**config.mk**
```make
export PLATFORM = sky130hd
export DESIGN_NAME = uart_tx_word_flat
export DESIGN_NICKNAME = d
export VERILOG_FILES = /design/src/rtl/uart_pkg.sv /design/src/rtl/uart_tx_word_if.sv /design/src/rtl/uart_baud_tick.sv /design/src/rtl/uart_tx_word.sv /design/src/flat_wrapper.sv
export SDC_FILE = /design/constraint.sdc
export NUM_CORES = 1
export LEC_CHECK = 0
export BUFFER_PORTS_ARGS = -buffer_cell sky130_fd_sc_hd__clkbuf_2
export CAP_MARGIN = 15
export CORE_MARGIN = 1
export CORE_UTILIZATION = 40
export CTS_BUF_LIST = sky130_fd_sc_hd__clkbuf_2
export CTS_CLUSTER_DIAMETER = 50
export DETAILED_ROUTE_END_ITERATION = 10
export GPL_ROUTABILITY_DRIVEN = 0
export PLACE_DENSITY = 0.69
export SLEW_MARGIN = 0
export SYNTH_ARGS = -nofsm -noshare
export SYNTH_HDL_FRONTEND = slang
export SYNTH_SLANG_ARGS = --single-unit
```
**constraint.sdc**
```tcl
create_clock -name clk -period 3.05 [get_ports clk]
set_input_delay 0.305 -clock clk [delete_from_list [all_inputs] [get_ports clk]]
set_output_delay 0.305 -clock clk [all_outputs]
set_load 0.005 [all_outputs]
```
**src/rtl/uart_pkg.sv**
```systemverilog
// Shared types and helpers for the word-wide UART transmitter.
package uart_pkg;

    localparam int BITS_PER_BYTE = 8;

    typedef enum logic [2:0] {
        IDLE,
        POP,
        LATCH,
        START,
        DATA,
        STOP
    } uart_state_t;

    // Whole clock cycles per serial bit; the remainder is dropped.
    function automatic int calc_clks_per_bit(input int clk_freq, input int baud);
        return clk_freq / baud;
    endfunction

endpackage

```
**src/rtl/uart_tx_word_if.sv**
```systemverilog
// FIFO read-side handshake between the transmitter (master) and the FIFO (slave).
interface uart_tx_word_if #(
    parameter int DATA_LEN = 16
);
    logic                fifo_empty;
    logic [DATA_LEN-1:0] fifo_data;
    logic                read_en;

    modport master (output read_en, input fifo_empty, input fifo_data);
    modport slave  (input read_en, output fifo_empty, output fifo_data);
endinterface

```
**src/rtl/uart_baud_tick.sv**
```systemverilog
// Bit-period counter: restarts from zero on every FSM state change and
// flags the last cycle of each bit period.
module uart_baud_tick #(
    parameter int CLKS_PER_BIT = 434
) (
    input  logic clk,
    input  logic reset,
    input  logic restart,
    output logic bit_tick
);
    localparam int CNT_W = (CLKS_PER_BIT > 1) ? $clog2(CLKS_PER_BIT) : 1;
    localparam logic [CNT_W-1:0] LAST = CNT_W'(CLKS_PER_BIT - 1);

    logic [CNT_W-1:0] cnt_q, cnt_d;

    assign bit_tick = (cnt_q == LAST);

    // Next count: wrap at the end of a bit period so bits stay back to back.
    always_comb begin
        cnt_d = cnt_q + CNT_W'(1);
        if (restart || bit_tick) begin
            cnt_d = '0;
        end
    end

    // Counter register.
    always_ff @(posedge clk or posedge reset) begin
        if (reset) begin
            cnt_q <= '0;
        end else begin
            cnt_q <= cnt_d;
        end
    end
endmodule

```
**src/rtl/uart_tx_word.sv**
```systemverilog
// 8N1 transmitter that pops one word from a FIFO and sends it LSB byte first.
//
// state | meaning
// IDLE  | line high, waiting for the FIFO to be non-empty
// POP   | read_en high for exactly this cycle
// LATCH | FIFO data is valid, capture the word
// START | start bit (low)
// DATA  | eight data bits, LSB first
// STOP  | STOP_BITS stop bits, then next byte or back to IDLE
module uart_tx_word
    import uart_pkg::*;
#(
    parameter int CLK_FREQ     = 50_000_000,
    parameter int BAUD         = 115_200,
    parameter int DATA_LEN     = 16,
    parameter int STOP_BITS    = 1,
    parameter int CLKS_PER_BIT = calc_clks_per_bit(CLK_FREQ, BAUD)
) (
    input  logic                  clk,
    input  logic                  reset,
    uart_tx_word_if.master        fifo,
    output logic                  tx,
    output logic                  busy,
    output logic                  word_done
);
    localparam int NBYTES = DATA_LEN / BITS_PER_BYTE;
    localparam int BIDX_W = (NBYTES > 1) ? $clog2(NBYTES) : 1;
    localparam logic [BIDX_W-1:0] LAST_BYTE = BIDX_W'(NBYTES - 1);
    localparam logic [2:0]        LAST_STOP = 3'(STOP_BITS - 1);

    if (DATA_LEN == 0 || (DATA_LEN % BITS_PER_BYTE) != 0) begin : g_bad_len
        $error("uart_tx_word: DATA_LEN must be a non-zero multiple of 8");
    end
    if (STOP_BITS < 1 || STOP_BITS > 2) begin : g_bad_stop
        $error("uart_tx_word: STOP_BITS must be 1 or 2");
    end
    if (CLKS_PER_BIT < 2) begin : g_bad_cpb
        $error("uart_tx_word: CLKS_PER_BIT must be at least 2");
    end

    uart_state_t         state_q, state_d;
    logic [DATA_LEN-1:0] word_q, word_d;
    logic [7:0]          shift_q, shift_d;
    logic [BIDX_W-1:0]   byte_idx_q, byte_idx_d;
    logic [2:0]          bit_idx_q, bit_idx_d;
    logic                tx_q, tx_d;
    logic                read_en_q, read_en_d;
    logic                busy_q, busy_d;
    logic                word_done_q, word_done_d;
    logic                bit_tick;
    logic                restart;

    assign restart      = (state_d != state_q);
    assign fifo.read_en = read_en_q;
    assign tx           = tx_q;
    assign busy         = busy_q;
    assign word_done    = word_done_q;

    uart_baud_tick #(.CLKS_PER_BIT(CLKS_PER_BIT)) u_baud (
        .clk      (clk),
        .reset    (reset),
        .restart  (restart),
        .bit_tick (bit_tick)
    );

    // Next state and next output values; outputs are registered, so tx_d is
    // the line level for the first cycle of whatever state comes next.
    always_comb begin
        state_d     = state_q;
        word_d      = word_q;
        shift_d     = shift_q;
        byte_idx_d  = byte_idx_q;
        bit_idx_d   = bit_idx_q;
        tx_d        = tx_q;
        word_done_d = 1'b0;
        case (state_q)
            IDLE: begin
                if (!fifo.fifo_empty) begin
                    state_d = POP;
                end
            end
            POP: begin
                state_d = LATCH;
            end
            LATCH: begin
                word_d     = fifo.fifo_data;
                byte_idx_d = '0;
                tx_d       = 1'b0;
                state_d    = START;
            end
            START: begin
                if (bit_tick) begin
                    // The word register shifts down a byte at a time, so the
                    // current byte always sits in its low eight bits.
                    tx_d      = word_q[0];
                    shift_d   = {1'b0, word_q[7:1]};
                    word_d    = word_q >> BITS_PER_BYTE;
                    bit_idx_d = '0;
                    state_d   = DATA;
                end
            end
            DATA: begin
                if (bit_tick) begin
                    if (bit_idx_q == 3'd7) begin
                        tx_d      = 1'b1;
                        bit_idx_d = '0;
                        state_d   = STOP;
                    end else begin
                        tx_d      = shift_q[0];
                        shift_d   = {1'b0, shift_q[7:1]};
                        bit_idx_d = bit_idx_q + 3'd1;
                    end
                end
            end
            STOP: begin
                if (bit_tick) begin
                    if (bit_idx_q != LAST_STOP) begin
                        bit_idx_d = bit_idx_q + 3'd1;
                    end else if (byte_idx_q != LAST_BYTE) begin
                        byte_idx_d = byte_idx_q + BIDX_W'(1);
                        bit_idx_d  = '0;
                        tx_d       = 1'b0;
                        state_d    = START;
                    end else begin
                        bit_idx_d   = '0;
                        word_done_d = 1'b1;
                        state_d     = IDLE;
                    end
                end
            end
            default: begin
                tx_d    = 1'b1;
                state_d = IDLE;
            end
        endcase
        read_en_d = (state_d == POP);
        busy_d    = (state_d != IDLE);
    end

    // State and output registers; reset forces the line high at once and
    // drops any word in flight.
    always_ff @(posedge clk or posedge reset) begin
        if (reset) begin
            state_q     <= IDLE;
            word_q      <= '0;
            shift_q     <= '0;
            byte_idx_q  <= '0;
            bit_idx_q   <= '0;
            tx_q        <= 1'b1;
            read_en_q   <= 1'b0;
            busy_q      <= 1'b0;
            word_done_q <= 1'b0;
        end else begin
            state_q     <= state_d;
            word_q      <= word_d;
            shift_q     <= shift_d;
            byte_idx_q  <= byte_idx_d;
            bit_idx_q   <= bit_idx_d;
            tx_q        <= tx_d;
            read_en_q   <= read_en_d;
            busy_q      <= busy_d;
            word_done_q <= word_done_d;
        end
    end
endmodule
```
**src/flat_wrapper.sv**
```systemverilog
// flat-port wrapper written by rule: the top's interface ports become plain ports
module uart_tx_word_flat import uart_pkg::*;
#(
    parameter int CLK_FREQ     = 50_000_000,
    parameter int BAUD         = 115_200,
    parameter int DATA_LEN     = 16,
    parameter int STOP_BITS    = 1,
    parameter int CLKS_PER_BIT = calc_clks_per_bit(CLK_FREQ, BAUD)
)
  (clk, reset, tx, busy, word_done, fifo_read_en, fifo_fifo_empty, fifo_fifo_data);
  uart_tx_word_if #(.DATA_LEN(DATA_LEN)) fifo_i ();
  input  logic clk;
  input  logic reset;
  output logic tx;
  output logic busy;
  output logic word_done;
  output wire logic [$bits(fifo_i.read_en)-1:0] fifo_read_en;
  input wire logic [$bits(fifo_i.fifo_empty)-1:0] fifo_fifo_empty;
  input wire logic [$bits(fifo_i.fifo_data)-1:0] fifo_fifo_data;
  assign fifo_read_en = fifo_i.read_en;
  assign fifo_i.fifo_empty = fifo_fifo_empty;
  assign fifo_i.fifo_data = fifo_fifo_data;
  uart_tx_word #(.CLK_FREQ(CLK_FREQ), .BAUD(BAUD), .DATA_LEN(DATA_LEN), .STOP_BITS(STOP_BITS), .CLKS_PER_BIT(CLKS_PER_BIT)) u_core (.clk(clk), .reset(reset), .fifo(fifo_i), .tx(tx), .busy(busy), .word_done(word_done));
endmodule
```
==> Yosys cells after proc, flatten, opt, wreduce, memory -nomap -nowiden <==
Cells that the tools add are included.
{ "totals": {"ff_bits": 44, "latch_bits": 0, "ram_bits": 0, "rom_bits": 0, "input_bits": 19, "out_inout_bits": 4, "word_cells": 79, "memories": 0} }
{ "op_classes": {"n_addsub": 3, "mul": 0, "n_div": 0, "n_lt_le_gt_ge": 0, "eq_ne": 15, "n_shift": 0, "mux": 36, "bitwise": 1, "reduce_logical": 14} }
{ "ops": {"columns": ["op", "count"], "rows": [
  ["2-to-1 mux 3 bit", 11],
  ["case mux 16 bit (2 select lines)", 1],
  ["2-to-1 mux 8 bit", 3],
  ["case mux 3 bit (6 select lines)", 1],
  ["2-to-1 mux 16 bit", 1],
  ["case mux 8 bit (2 select lines)", 1],
  ["2-to-1 mux 1 bit", 13],
  ["!= test 2 bit, second input constant", 6],
  ["adder 9 x 1 -> 9 bit, second input constant", 1],
  ["== test 3 bit, second input constant", 3],
  ["== test 9 bit, second input constant", 1],
  ["2-to-1 mux 9 bit", 1],
  ["case mux 3 bit (3 select lines)", 1],
  ["nonzero test 3 bit", 3],
  ["AND reduction 4 bit", 2],
  ["== test 3 x 1 -> 1 bit, second input constant", 2],
  ["== test 3 x 2 -> 1 bit, second input constant", 2],
  ["AND reduction 6 bit", 1],
  ["nonzero test 2 bit", 3],
  ["case mux 1 bit (5 select lines)", 1],
  ["adder 3 x 1 -> 3 bit, second input constant", 1],
  ["logical NOT 3 bit", 1],
  ["!= test 3 bit", 1],
  ["AND reduction 3 bit", 1],
  ["other kinds (7)", 7]
]} }

==> Depth between registers and ports, before layout <==
Gate-level depths: netlist of the first run.
{ "logic_depth": {"ltp_word": 7, "mapped_depth": 9, "depth_no_buf": 6} }

==> Cells and area by module <==
From an unflattened synthesis of the first run, not the netlist that was laid out.
{ "hier_totals": {"hier_cells": 224, "area_unflattened_um2": 2270.9} }
{ "by_module_without_submodules": {"columns": ["mod", "n_inst", "cells_each", "area_each_um2", "seq_area_each_um2"], "rows": [
  ["uart_tx_word", 1, 175, 1781.7, 852.1],
  ["uart_baud_tick", 1, 49, 489.2, 225.2]
]} }

==> Least setup slack after synthesis of the first run <==
OpenSTA, ideal clock, no wires.
{ "synth_path": {"kind": "reg-to-reg", "startpoint": "reg u_core.bit_idx_q[0]", "endpoint": "reg u_core.shift_q[3]", "setup_ps": 73, "t_arrival_ps": 2041, "t_required_ps": 2977, "path_slack_ps": 936, "stages_incl_launch_ff": 8, "n_path_buf": 1, "cell_sequence": "dfrtp_1 > ha_1 > ha_1 > or4b_4 > a2111oi_4 > buf_6 > nor2_1 > a21oi_2"} }
{ "synth_between": {"elab_chain_cells": 3} }
{ "synth_lines": {"columns": ["element", "line_no", "source"], "rows": [
  ["start, declared", "uart_tx_word.sv:45", "logic [2:0] bit_idx_q, bit_idx_d;"],
  ["start signal, assigned", "uart_tx_word.sv:158", "bit_idx_q <= bit_idx_d;"],
  ["== test 3 bit", "uart_tx_word.sv:104", "if (bit_idx_q == 3'd7) begin"],
  ["!= test 2 bit (no line)", null, null],
  ["AND reduction 4 bit (no line)", null, null],
  ["end signal, assigned", "uart_tx_word.sv:156", "shift_q <= shift_d;"],
  ["end, declared", "uart_tx_word.sv:43", "logic [7:0] shift_q, shift_d;"]
]} }
No other way between the ends.
A chain may end at the register's enable or synchronous reset.

==> Worst setup path after layout of the first run <==
{ "layout_path": {"startpoint": "reg u_core.bit_idx_q[0]", "endpoint": "reg u_core.shift_q[6]"} }
The elaborated chain is that of the path after synthesis.

==> impl_metrics.toml, run 1 <==
[synthesis]
synth_top_family_by_area = "compound AO/OA/AOI/OAI gates"
yosys.area_share.simple = 0.153
synth_nets = 228
synthArstFlopShare = 1.00
synth_common_cells = "dfrtp_1 (42), nor2_1 (19), mux2_2 (15)"
synthTopCellsByArea = "dfrtp_1 (47%), mux2_2 (7.5%), nor2_1 (3.2%), a22o_1 (3.1%), ha_1 (2.8%)"
ys_types = 49
synth-seq-area-share = 0.477
ys_warn_count = 0
synth-compound-area-share = 0.154
ys_seq_elements = 43
synth_fa_ha_area_frac = 0.0277
synth_largest_area_cell = "dfrtp_1"
avgSynthCellArea_sq_um = 11.1
muxShareOfSynthArea = 0.111
synth-edff-count = 0
yosysMostFrequentCell = "dfrtp_1"
synth_xor_area_frac = 0.0271
synth.cell_area_sq_um = 2260
syn_inst = 204
synth_top_area_frac = 0.465
synthFlopType = "dfrtp_1"

[worst_setup_path]
cp_slowest_cell = "a2111oi_4"
rr_endpoint = "u_core.shift_q[6]"
max_stage_delay_ns = 0.79
startpoint_type = "flop"
rrSetupSlack_ns = 0.56
critPathMaxFanout = 14
r2r_start = "u_core.bit_idx_q[0]"
crit_type = "flop to flop"
crit_family = "compound AO/OA/AOI/OAI gates"
required_ns = 3.41
worstPathBufferInverterCount = 0
end_kind = "flop"
worstRegToRegCells = 6
crit_chain = "ha_1 -> ha_1 -> or4b_4 -> a2111oi_4 -> nand3b_1 -> o21ai_0"
arrival_ns = 2.85
path_common_cell = "ha_1"

[place]
io_buffers = 22
dpl.hpwl_um = 3010

[hold_path]
min_from = "fifo_fifo_empty"
hp-class = "input pin to flop"
hold-path-endpoint = "u_core.fifo.read_en"
hold_depth = 2

[run_status]
status = "finished clean"

[floorplan]
ios = 23
core_sq_um = 5270
die_height_um = 77.1
dieWidth_um = 77.1
die_area_sq_um = 5950
start_util = 0.429
placementRows = 26

[clock_network]
post_cts_buffers = 0
root_buffer = "clkbuf_2"
clk_latency_ns = 0.42
clkTransAtPathRegs_ns = 0.23
numClockSinks = 43
numCtsBuffers = 5
cts_tree = "built"
htreeDepth = 2
cts_buffer_depth = 2

[global_route]
grt_pass1_vias = 1567
grt_pass1_wl_um = 7510
grt-ovfl-total = 0
grtUsageTotal = 0.162
grt_max_degree = 27
grt_antenna_before_repair = 0

[sta]
setup_violations = 0
rsz0062_at_grt = "no"
fin_worst_skew_ns = 0.0171
hold_viol = 0
fin_crit_ns = 2.49
fin_crit_sh = 0.817
tns_ns = 0
drv_slew = 0
slew_headroom = 0.430
holdWs_ns = 0.0491
tightestPinTransition_ns = 0.852
fmax_mhz = 402

[drt]
wl_um = 4430
antenna_left = 0
vias_per_cell = 5.29
vias = 1577
drt_iter0_drc = 135
drcViolationCount = 0
drt-pass1-iter-count = 4
drt-wirelength-per-cell_um = 14.9

[final_layout]
nNetsFinal = 251
syn2layout_area_growth_pct = 11.2
fill_cells = 510
final_util = 0.477
diodes = 0
drive_gt1_frac = 0.268

[pwr]
ir_drop_v = 0.000225
power.density_nw_per_um2 = 417
total_power_w = 0.00105
p_leak_nw = 1.10

[flow_run]
drv_cap = 0
## final cells by class
class                           count  area, sq um  share of cell area
Multi-Input combinational cell    140         1070               0.426
Sequential cell                    43         1080               0.429
Inverter                           10         37.5              0.0149
Clock inverter                      2         60.1              0.0239
Timing Repair Buffer               27          150              0.0598
Clock buffer                        6         30.0              0.0120
Tap cell                           70         87.6              0.0349
## per-layer routing
| layer | global-route usage | share of wire |
|---|---|---|
| met5 | 0 | 0 |
| met4 | 0.0547 | 0.013 |
| met3 | 0.0381 | 0.038 |
| met2 | 0.244 | 0.45 |
| met1 | 0.226 | 0.50 |
## cells by family (layout without fill, tap and decap cells)
group                    Yosys count  count (layout)
XOR/XNOR                           7               7
flip-flops                        43              43
buffers and inverters             21              45
AO/OA/AOI/OAI                     46              46
AND/OR/NAND/NOR                   59              59
adder cells (fa/ha/maj)            5               5
multiplexers                      23              23
## how the worst max path moves through the flow
stage | start | endpoint | slack [ns] | depth (start not counted)
after floorplan | u_core.bit_idx_q[0] | u_core.shift_q[3] | 0.94 | 7
after global placement | u_core.bit_idx_q[0] | u_core.shift_q[6] | 0.68 | 6
after detailed placement | u_core.bit_idx_q[0] | u_core.shift_q[6] | 0.59 | 6
after CTS | u_core.bit_idx_q[0] | u_core.shift_q[6] | 0.57 | 6
after global routing | u_core.bit_idx_q[0] | u_core.shift_q[1] | 0.41 | 6
final | u_core.bit_idx_q[0] | u_core.shift_q[6] | 0.56 | 6
## report_power, final
part | switching [W] | internal, W | total (W)
registers | 0.00000584 | 0.000582 | 0.000588
clock network | 0.000192 | 0.000224 | 0.000416
logic | 0.0000201 | 0.0000226 | 0.0000427
total | 0.000218 | 0.000829 | 0.00105
## what timing repair did
action / 4_1_cts / 5_1_grt
endpoints found under the hold margin: 17 / 0
gates resized for setup: 0 / 0
hold buffers: 1 / 0
## layout by cell type (no fill, tap or decap), types with 7 or more instances in the layout
cell type and instances:
a21oi_1 9, a22o_1 8, clkbuf_2 28, dfrtp_1 42, inv_1 9, mux2_2 15, nand3_1 7, nor2_1 19
## state kept, by name, summed over array words and instances (netlist names), 3 cells and up
signal,flops
u_core.bit_idx_q,3
u_core.shift_q,7
u_core.state_q,3
u_core.u_baud.cnt_q,9
u_core.word_q,16
## per-stage QoR
step                      instance area (sq um)  setup WS (ns)  cells
after floorplan                            2260          0.936    204
after global placement                     2410          0.679    289
after detailed placement                   2410          0.591    289
after CTS                                  2510          0.566    298
after global routing                       2510          0.408    298
final                                      2510          0.560    298
(Power assumes the default switching activity.)
==> run 2: changes to the inputs <==
ABC_AREA = 1   (was default)
PLACE_DENSITY = 0.71   (was 0.69)
clock period = 2 ns   (was 3.05 ns; I/O delays follow)
==> impl_metrics.toml, run 2 <==
[synthesis]
ys_warn_count = 0
avgSynthCellArea_sq_um = 8.24
synth_top_area_frac = 0.490
yosysMostFrequentCell = "nand2_1"
synth_nets = 284
ys_seq_elements = 43
synth-seq-area-share = 0.503
ys_types = 29
synthTopCellsByArea = "dfrtp_1 (49%), nand2_1 (9.1%), o21ai_0 (7.2%), inv_1 (6.1%), nor2_1 (5.3%)"
synthArstFlopShare = 1.00
syn_inst = 260
synth_common_cells = "nand2_1 (52), dfrtp_1 (42), inv_1 (35)"
synth_largest_area_cell = "dfrtp_1"
synthFlopType = "dfrtp_1"
synth.cell_area_sq_um = 2140
synth-edff-count = 0

[final_layout]
nNetsFinal = 328
final_util = 0.499
diodes = 0
syn2layout_area_growth_pct = 19.6
reg.largest.list = "u_core.word_q x16, u_core.u_baud.cnt_q x9, u_core.shift_q x7"
fin_area_sq_um = 2560
fill_cells = 512
layout_commonest_cell = "nand2_1"
regMostFlops = "u_core.word_q"
drive_gt1_frac = 0.180
layout_common_cells = "nand2_1 (51), dfrtp_1 (42), inv_1 (34), o21ai_0 (31), nor2_1 (29)"
largest_register_ffs = 16

[drt]
vias = 1782
drt-wirelength-per-cell_um = 11.4
vias_per_cell = 4.75
drt_iter0_drc = 79
drcViolationCount = 0
antenna_left = 0
drt-pass1-iter-count = 4
wl_um = 4270

[floorplan]
die_height_um = 75.2
placementRows = 26
dieWidth_um = 75.2
ios = 23
core_sq_um = 5140
die_area_sq_um = 5660
start_util = 0.417

[sta]
setup_ws_ns = 0.217
fin_worst_skew_ns = 0.0193
drv_slew = 0
slew_headroom = 0.648
fin_crit_ns = 1.78
fin_crit_sh = 0.892
hold_viol = 0
holdWs_ns = 0.0394
fmax_mhz = 561
setup_violations = 0
tightestPinTransition_ns = 0.528

[pwr]
total_power_w = 0.00133
p_leak_nw = 1.34
power.density_nw_per_um2 = 520
ir_drop_v = 0.000283

[clock_network]
root_buffer = "clkbuf_2"
numCtsBuffers = 5
cts_tree = "built"
cts_buffer_depth = 2
htreeDepth = 2
numClockSinks = 43
clkTransAtPathRegs_ns = 0.21
clk_latency_ns = 0.41

[place]
pre_cts_ws_ns = 0.205
dpl.hpwl_um = 2910
placed_cell_area_sq_um = 2350
io_buffers = 22

[run_status]
status = "finished clean"

[global_route]
grt_pass1_wl_um = 7410
grt_antenna_before_repair = 0
grt-ovfl-total = 0
grtUsageTotal = 0.177
top_usage_layer = "met2"
use_met2 = 0.303
gr-usage-met3 = 0.0522
grt_pass1_vias = 1752
grt_max_degree = 44
grt.met1_usage = 0.216

[worst_setup_path]
arrival_ns = 2.12
required_ns = 2.33
end_kind = "flop"
crit_type = "flop to flop"
critPathMaxFanout = 24
startpoint_type = "flop"

[flow_run]
drv_cap = 0

[hold_path]
hp-class = "input pin to flop"
-- run 2: cell count changes after synthesis, sizes merged, moves of 4 or more --
| cell | previous run | this run |
|---|---|---|
| a21oi | 12 | 6 |
| inv | 10 | 37 |
| nand2b | 5 | 0 |
| o211ai | 1 | 5 |
| nor3 | 4 | 0 |
| o21ai | 7 | 34 |
| mux2 | 17 | 0 |
| nor2 | 19 | 34 |
| nand2 | 7 | 55 |
| clkbuf | 6 | 2 |
| a22o | 8 | 0 |
| nand3 | 7 | 17 |
-- run 2: kinds of logic (layout without fill, tap and decap cells) --
family | Yosys count | in the layout | synth area share
and+or+nand+nor | 110 | 111 | 0.225
xor gates and xnor gates | 5 | 5 | 0.0204
AOI/OAI and AO/OA | 50 | 50 | 0.128
buffers and inverters | 44 | 88 | 0.0806
adders and majority gates | 5 | 5 | 0.0292
muxes | 3 | 3 | 0.0140
DFF | 43 | 43 | 0.503
-- run 2: layout make-up --
type	count	area, sq um	area share
flip-flops and latches	43	1080	0.420
well taps	70	87.6	0.0342
clock inverters	2	8.76	0.00342
clock buffers	6	30.0	0.0117
multi-input cells	174	923	0.360
repair buffers	43	298	0.116
inverters	37	139	0.0542
-- run 2: what timing repair did --
item / in CTS / in global routing
setup buffers: 0 / 3
endpoints found under the setup margin: 0 / 10
hold buffers: 11 / 1
hold endpoints to repair: 52 / 1
resized for setup: 0 / 4
-- run 2: final timing paths --
| check | start | endpoint | slack, ns | depth (start not counted) |
|---|---|---|---|---|
| worst min-delay path | fifo_fifo_data[11] | u_core.word_q[11] | 0.04 | 3 |
| max in group asynchronous | reset | u_core.tx | 1.22 | 4 |
| worst max-delay path | u_core.u_baud.cnt_q[1] | u_core.word_q[4] | 0.22 | 10 |
| min in group asynchronous | reset | u_core.u_baud.cnt_q[2] | 0.40 | 4 |
| worst max register to register | u_core.u_baud.cnt_q[1] | u_core.word_q[4] | 0.22 | 10 |
| worst min register to register | u_core.u_baud.cnt_q[0] | u_core.u_baud.cnt_q[0] | 0.50 | 1 |
-- run 2: stage by stage --
stage	TNS, ns	std cells
after CTS	0	370
after global routing	-0.00586	375
after detailed placement	0	351
after floorplan	0	260
final	0	375
after global placement	0	351
-- run 2: power by group --
part | switching [W] | leakage, nW | internal (W)
Combinational | 0.0000387 | 0.785 | 0.0000408
Sequential | 0.00000661 | 0.521 | 0.000887
Clock | 0.000274 | 0.0304 | 0.0000859
Total | 0.000319 | 1.34 | 0.00101
-- run 2: worst max-delay path, stage by stage (launching register included) --
cell and delay [ns]:
dfrtp_1 0.45, inv_1 0.06, ha_1 0.13, nand2_1 0.06
nor2_1 0.11, nand2_2 0.13, buf_4 0.16, a21oi_1 0.14
buf_4 0.26, o211ai_1 0.11, o21ai_0 0.09
-- run 2: metal layers --
layer,share of wire,wire (um)
met1,0.47,2020
met2,0.48,2040
met3,0.035,148
met4,0.013,55
met5,0,0
